<file path="config.mk">
export PLATFORM = sky130hd
export DESIGN_NAME = engine_array_scheduler
export DESIGN_NICKNAME = d
export VERILOG_FILES = /design/src/rtl/engine_array_pkg.sv /design/src/rtl/rr_arbiter.sv /design/src/rtl/engine_array_scheduler.sv
export SDC_FILE = /design/constraint.sdc
export NUM_CORES = 1
export LEC_CHECK = 0
export ABC_AREA = 0
export CAP_MARGIN = 20
export CORE_AREA = 2 2 479 481
export DETAILED_ROUTE_END_ITERATION = 12
export DIE_AREA = 0 0 481 483
export PLACE_DENSITY_LB_ADDON = 0.25
export SLEW_MARGIN = 15
export SYNTH_ARGS = -nofsm -noshare
export SYNTH_HDL_FRONTEND = slang
export SYNTH_SLANG_ARGS = --single-unit
</file>
<file path="constraint.sdc">
create_clock -name clk -period 5.7 [get_ports clk]
set_clock_uncertainty 0.05 [all_clocks]
set_input_delay 1.425 -clock clk [delete_from_list [all_inputs] [get_ports clk]]
set_output_delay 1.425 -clock clk [all_outputs]
set_load 0.02 [all_outputs]
</file>
<file path="src/rtl/engine_array_pkg.sv">
// Shared descriptor layout, dispatch-state type and index helper for the engine array scheduler.
package engine_array_pkg;

    localparam int unsigned INFO_W = 120;

    localparam int unsigned REF_LEN_LSB  = 92;
    localparam int unsigned REF_LEN_W    = 28;
    localparam int unsigned REF_ADDR_LSB = 64;
    localparam int unsigned REF_ADDR_W   = 28;
    localparam int unsigned NQB_LSB      = 48;
    localparam int unsigned NQB_W        = 16;
    localparam int unsigned QID_LSB      = 32;
    localparam int unsigned QID_W        = 16;
    localparam int unsigned THR_LSB      = 0;
    localparam int unsigned THR_W        = 32;

    typedef enum logic [1:0] {
        D_IDLE,
        D_INFO,
        D_BLK
    } disp_state_e;

    // Next engine index with wrap-around, for round-robin pointers.
    function automatic int unsigned wrap_inc(input int unsigned idx, input int unsigned n);
        return (idx + 1 >= n) ? 0 : idx + 1;
    endfunction

endpackage

</file>
<file path="src/rtl/rr_arbiter.sv">
// Round-robin picker: first asserted request at or after ptr_i, searching with wrap.
module rr_arbiter #(
    parameter int unsigned  N     = 4,
    localparam int unsigned IDX_W = (N > 1) ? $clog2(N) : 1
) (
    input  logic [N-1:0]     req_i,
    input  logic [IDX_W-1:0] ptr_i,
    output logic [N-1:0]     gnt_o,
    output logic [IDX_W-1:0] idx_o,
    output logic             valid_o
);

    logic [IDX_W-1:0] cand;

    always_comb begin
        gnt_o   = '0;
        idx_o   = '0;
        valid_o = 1'b0;
        cand    = '0;
        for (int unsigned k = 0; k < N; k++) begin
            cand = IDX_W'((32'(ptr_i) + k) % N);
            if (!valid_o && req_i[cand]) begin
                gnt_o[cand] = 1'b1;
                idx_o       = cand;
                valid_o     = 1'b1;
            end
        end
    end

endmodule

</file>
<file path="src/rtl/engine_array_scheduler.sv">
// Dispatches queries to idle engines round-robin and merges their result records without
// interleaving. Define ENGINE_ARRAY_STATS_EN to add per-engine dispatch counters.
module engine_array_scheduler
    import engine_array_pkg::*;
#(
    parameter int unsigned  NUM_ENGINES = 4,
    parameter int unsigned  QBLK_W      = 128,
    parameter int unsigned  RES_W       = 128,
    localparam int unsigned ENG_IDX_W   = $clog2(NUM_ENGINES)
) (
    input  logic                         clk,
    input  logic                         rst,
    input  logic [INFO_W-1:0]            q_info_in,
    input  logic                         q_info_valid_in,
    output logic                         q_info_rdy_out,
    input  logic [QBLK_W-1:0]            q_blk_in,
    input  logic                         q_blk_valid_in,
    output logic                         q_blk_rdy_out,
    output logic [INFO_W-1:0]            eng_info_out,
    output logic [NUM_ENGINES-1:0]       eng_info_valid_out,
    input  logic [NUM_ENGINES-1:0]       eng_info_rdy_in,
    output logic [QBLK_W-1:0]            eng_blk_out,
    output logic [NUM_ENGINES-1:0]       eng_blk_valid_out,
    input  logic [NUM_ENGINES-1:0]       eng_blk_rdy_in,
    input  logic [NUM_ENGINES-1:0]       eng_done_in,
    input  logic [NUM_ENGINES*RES_W-1:0] eng_res_in,
    input  logic [NUM_ENGINES-1:0]       eng_res_valid_in,
    input  logic [NUM_ENGINES-1:0]       eng_res_last_in,
    output logic [NUM_ENGINES-1:0]       eng_res_rdy_out,
    output logic [RES_W-1:0]             res_out,
    output logic                         res_valid_out,
    output logic                         res_last_out,
    output logic [ENG_IDX_W-1:0]         res_eng_out,
    input  logic                         res_rdy_in,
    output logic [NUM_ENGINES-1:0]       busy_out,
    input  logic [ENG_IDX_W-1:0]         stat_sel_in,
    output logic [31:0]                  stat_cnt_out
);

    // ---------------------------------------------------------------- dispatch
    disp_state_e            state_q, state_d;
    logic [ENG_IDX_W-1:0]   sel_q, sel_d;
    logic [ENG_IDX_W-1:0]   disp_rr_q, disp_rr_d;
    logic [INFO_W-1:0]      info_q, info_d;
    logic [NUM_ENGINES-1:0] busy_q, busy_d;
    logic [NQB_W-1:0]       blk_cnt_q, blk_cnt_d;
    logic [NUM_ENGINES-1:0] sel_oh;
    logic [NUM_ENGINES-1:0] dispatch_set;
    logic                   info_hs;

    logic [NUM_ENGINES-1:0] free_gnt;
    logic [ENG_IDX_W-1:0]   free_idx;
    logic                   free_any;

    rr_arbiter #(
        .N (NUM_ENGINES)
    ) u_disp_arb (
        .req_i   (~busy_q),
        .ptr_i   (disp_rr_q),
        .gnt_o   (free_gnt),
        .idx_o   (free_idx),
        .valid_o (free_any)
    );

    always_comb begin
        sel_oh        = '0;
        sel_oh[sel_q] = 1'b1;
    end

    always_comb begin
        state_d            = state_q;
        sel_d              = sel_q;
        info_d             = info_q;
        blk_cnt_d          = blk_cnt_q;
        disp_rr_d          = disp_rr_q;
        dispatch_set       = '0;
        info_hs            = 1'b0;
        q_info_rdy_out     = 1'b0;
        q_blk_rdy_out      = 1'b0;
        eng_info_valid_out = '0;
        eng_blk_valid_out  = '0;

        unique case (state_q)
            D_IDLE: begin
                q_info_rdy_out = q_info_valid_in && free_any;
                if (q_info_valid_in && free_any) begin
                    info_d  = q_info_in;
                    sel_d   = free_idx;
                    state_d = D_INFO;
                end
            end
            D_INFO: begin
                eng_info_valid_out = sel_oh;
                if (eng_info_rdy_in[sel_q]) begin
                    info_hs      = 1'b1;
                    dispatch_set = sel_oh;
                    blk_cnt_d    = info_q[NQB_LSB +: NQB_W];
                    disp_rr_d    = ENG_IDX_W'(wrap_inc(32'(sel_q), NUM_ENGINES));
                    state_d      = (info_q[NQB_LSB +: NQB_W] == '0) ? D_IDLE : D_BLK;
                end
            end
            D_BLK: begin
                eng_blk_valid_out = q_blk_valid_in ? sel_oh : '0;
                q_blk_rdy_out     = eng_blk_rdy_in[sel_q];
                if (q_blk_valid_in && eng_blk_rdy_in[sel_q]) begin
                    blk_cnt_d = blk_cnt_q - 1'b1;
                    if (blk_cnt_q == NQB_W'(1)) begin
                        state_d = D_IDLE;
                    end
                end
            end
            default: state_d = D_IDLE;
        endcase

        // A done pulse and a dispatch to another engine in the same cycle both take effect.
        busy_d = (busy_q & ~eng_done_in) | dispatch_set;
    end

    always_ff @(posedge clk) begin
        if (rst) begin
            state_q   <= D_IDLE;
            sel_q     <= '0;
            disp_rr_q <= '0;
            info_q    <= '0;
            busy_q    <= '0;
            blk_cnt_q <= '0;
        end else begin
            state_q   <= state_d;
            sel_q     <= sel_d;
            disp_rr_q <= disp_rr_d;
            info_q    <= info_d;
            busy_q    <= busy_d;
            blk_cnt_q <= blk_cnt_d;
        end
    end

    assign eng_info_out = info_q;
    assign eng_blk_out  = q_blk_in;
    assign busy_out     = busy_q;

    // ------------------------------------------------------------------- merge
    logic [NUM_ENGINES-1:0] arb_gnt;
    logic [ENG_IDX_W-1:0]   arb_idx;
    logic                   arb_any;
    logic                   locked_q, locked_d;
    logic [ENG_IDX_W-1:0]   grant_q, grant_d;
    logic [ENG_IDX_W-1:0]   merge_rr_q, merge_rr_d;
    logic [ENG_IDX_W-1:0]   grant;
    logic                   granted;

    rr_arbiter #(
        .N (NUM_ENGINES)
    ) u_merge_arb (
        .req_i   (eng_res_valid_in),
        .ptr_i   (merge_rr_q),
        .gnt_o   (arb_gnt),
        .idx_o   (arb_idx),
        .valid_o (arb_any)
    );

    always_comb begin
        grant           = locked_q ? grant_q : arb_idx;
        granted         = locked_q || arb_any;
        res_valid_out   = granted && eng_res_valid_in[grant];
        res_last_out    = granted && eng_res_last_in[grant];
        res_out         = eng_res_in[32'(grant) * RES_W +: RES_W];
        res_eng_out     = grant;
        eng_res_rdy_out = '0;
        if (granted) begin
            eng_res_rdy_out[grant] = res_rdy_in;
        end

        locked_d   = locked_q;
        grant_d    = grant_q;
        merge_rr_d = merge_rr_q;
        // Lock only on a non-last word so single-word records never hold the output.
        if (res_valid_out && res_rdy_in) begin
            if (res_last_out) begin
                locked_d   = 1'b0;
                merge_rr_d = ENG_IDX_W'(wrap_inc(32'(grant), NUM_ENGINES));
            end else begin
                locked_d = 1'b1;
                grant_d  = grant;
            end
        end
    end

    always_ff @(posedge clk) begin
        if (rst) begin
            locked_q   <= 1'b0;
            grant_q    <= '0;
            merge_rr_q <= '0;
        end else begin
            locked_q   <= locked_d;
            grant_q    <= grant_d;
            merge_rr_q <= merge_rr_d;
        end
    end

    // -------------------------------------------------------------- statistics
`ifdef ENGINE_ARRAY_STATS_EN
    logic [31:0] stat_cnt_q [NUM_ENGINES];
    logic [31:0] stat_q;

    always_ff @(posedge clk) begin
        if (rst) begin
            for (int unsigned i = 0; i < NUM_ENGINES; i++) begin
                stat_cnt_q[i] <= '0;
            end
            stat_q <= '0;
        end else begin
            if (info_hs) begin
                stat_cnt_q[sel_q] <= stat_cnt_q[sel_q] + 32'd1;
            end
            stat_q <= (32'(stat_sel_in) < NUM_ENGINES) ? stat_cnt_q[stat_sel_in] : '0;
        end
    end

    assign stat_cnt_out = stat_q;
`else
    logic stat_unused;
    assign stat_unused  = ^{stat_sel_in, info_hs};
    assign stat_cnt_out = '0;
`endif

endmodule

</file>
==> run metrics <==
post-synthesis adder-cell area fraction 0.00972; setup violators final 0; Die X-Extent 481 microns; Final min period 5.58 ns; Synth area leaders dfxtp_1 26%, mux2_2 13%, mux2i_1 12%; RSZ-0062 raised after global routing false; DR pass1 iterations 4; ys async rst share 0; type of the worst min-delay path reg2reg; routed wire length 127000 microns; Synth cell types 53; Reg area 0.00302 sq mm; drt wl/cell 23.7 microns; first-pass GRT wire length 156000 microns; number of global-route vias before repair 14.5k; achievable frequency 179 MHz; fillers 26.3k; Post-Synth XOR/XNOR Area 0; starting density of the core 0.0511; GR met2 Demand/Resource 0.177; Post-synth top cells 272 x nand2_1, 266 x a21oi_1, 173 x buf_4; hold violation count in the final report 0; # rows 175; initial antenna violation count 92; Worst-path clk slew 0.07 ns; final core utilization 0.112; dpl hpwl 111000 microns; MaxCap Viol Count 0; grt ovf 0; CTS tree done; post-synthesis sequential area ratio 0.261; Tot GR Track Use 0.104; setup tns final 0 ns; htree depth 4; met1 Use GR 0.105; GR peak layer met2; top cell type's share of synthesized area 0.261; main combinational cell family by area after synthesis multiplexers; Least-Margin Pin Slew 0.776 ns; main flop type after synthesis dfxtp_1; multi-input logic area 0.00694 sq mm; Sink Count 151; drt drc 0; area leader, netlist dfxtp_1; yosys warns 0; synthesis-stage register bit count 151; max-slew violations 0; vias per cell 2.67; crit end category output port; vias 14.3k; Worst Path Arrival 4.10 ns; Die Footprint 0.232 sq mm; Routed Antenna Nets 0; mapped cell area 0.0116 sq mm; I/O pins 1217; area of the core 0.227 sq mm; WHS 0.406 ns; Die H 483 microns; largest net degree at the start of global routing 123; area fraction in compound gates after synthesis 0.159; mux cell area share after synthesis 0.246; leakage power 8.53 nW; crit path max fanout 12; Crit Path Class in2out; I/O Buffers 926; area added between synthesis and finish 119%; Post-Syn Instances 1533; peak supply drop 0.000221 V; GR Util met3 0.0649; total power 5.68 mW; Starting DRT DRC Count 581; fin crit share 0.978; share of cells above drive strength 1 0.157; number of synthesized flops with an enable pin 0; clk_lat worst skew 0.49 ns; power per cell area 224 mW/mm^2; Relative slew margins 0.483; Final Worst Setup Slack 0.124 ns; synthesized area per cell 7.56 sq um; outcome finished clean; clk buf depth 2; Setup WS pre-CTS -0.110 ns; critical path startpoint category input pin; CP required 4.22 ns; most numerous cell in the Yosys netlist nand2_1; Root Buffer clkbuf_16; number of clock buffers inserted by TritonCTS 17; final net count 3126; Post-Synth Simple-Gate Area 0.172; GPL Wtd Cong 0.932
-- path summary, 6_finish.rpt --
check                            from          endpoint  slack [ns]  cells after the start
setup reg to reg        merge_rr_q[1]        grant_q[1]        2.89                     11
hold / removal       eng_info_out[74]  eng_info_out[74]        0.41                      2
setup / recovery  eng_res_valid_in[3]       res_out[49]        0.12                     11
hold reg to reg      eng_info_out[74]  eng_info_out[74]        0.41                      2
-- routing by layer --
layer / wire (microns) / up-vias
met4: 3000 / 102
met2: 60500 / 814
met5: 693 / -
met3: 18200 / 213
met1: 44600 / 6499
li1: - / 6673
-- flip-flops by register name, indices dropped and copies added (netlist names) --
name / count
grant_q: 2
blk_cnt_q: 16
merge_rr_q: 2
eng_info_out: 120
sel_q: 2
busy_out: 4
disp_rr_q: 2
locked_q: 1
state_q: 2
-- layout by cell type, fill, tap and decap left out, types with 9 or more instances in the layout --
| cell | n |
|---|---|
| a21oi_1 | 264 |
| and2_1 | 10 |
| buf_12 | 88 |
| buf_4 | 95 |
| clkbuf_16 | 20 |
| clkdlybuf4s50_1 | 822 |
| conb_1 | 32 |
| dfxtp_1 | 151 |
| diode_2 | 11 |
| ha_1 | 9 |
| mux2_2 | 129 |
| mux2i_1 | 134 |
| nand2_1 | 272 |
| nand3_1 | 9 |
| nor2_1 | 153 |
| nor3_1 | 9 |
| o21ai_0 | 20 |
-- through the flow --
stage / instance area, sq um / instances
floorplan: 11700 / 1564
global placement: 24600 / 5315
detailed placement: 24600 / 5315
CTS: 25200 / 5348
global route: 25300 / 5354
finish: 25300 / 5363
-- critical path, stage by stage --
cell	delay [ns]
clkdlybuf4s50_1	0.49
nor2_1	0.20
o311a_1	0.27
nor2_4	0.06
buf_12	0.14
buf_12	0.15
buf_4	0.22
buf_4	0.17
mux2i_1	0.11
a21oi_1	0.19
clkdlybuf4s50_1	0.65
-- repair_timing --
item,CTS,global route
resized for setup,4,7
setup endpoints to repair,8,49
cloned,1,3
pin swaps,0,1
hold buffers,0,0
setup buffers,0,1
-- power by group --
part / internal, mW / total [mW] / switching (mW)
Clock: 0.584 / 1.20 / 0.614
Sequential: 1.13 / 1.19 / 0.0619
Combinational: 1.58 / 3.29 / 1.71
-- cell type report --
cell class,count,area share
inverters,10,0.00188
well taps,3009,0.149
diodes,11,0.00109
flip-flops and latches,151,0.119
repair buffers,1018,0.432
clock buffers,17,0.0168
clock inverters,15,0.00603
multi-input cells,1132,0.274
-- kinds of logic (layout without fill, tap and decap cells) --
| group | after synthesis | count (layout) |
|---|---|---|
| AND/OR/NAND/NOR | 491 | 491 |
| buffers and inverters | 281 | 1060 |
| AO/OA/AOI/OAI | 334 | 334 |
| flip-flops | 151 | 151 |
| multiplexers | 266 | 266 |
| other | 1 | 43 |
| adder cells (fa/ha/maj) | 9 | 9 |
Power figures use the tool's default switching activity.
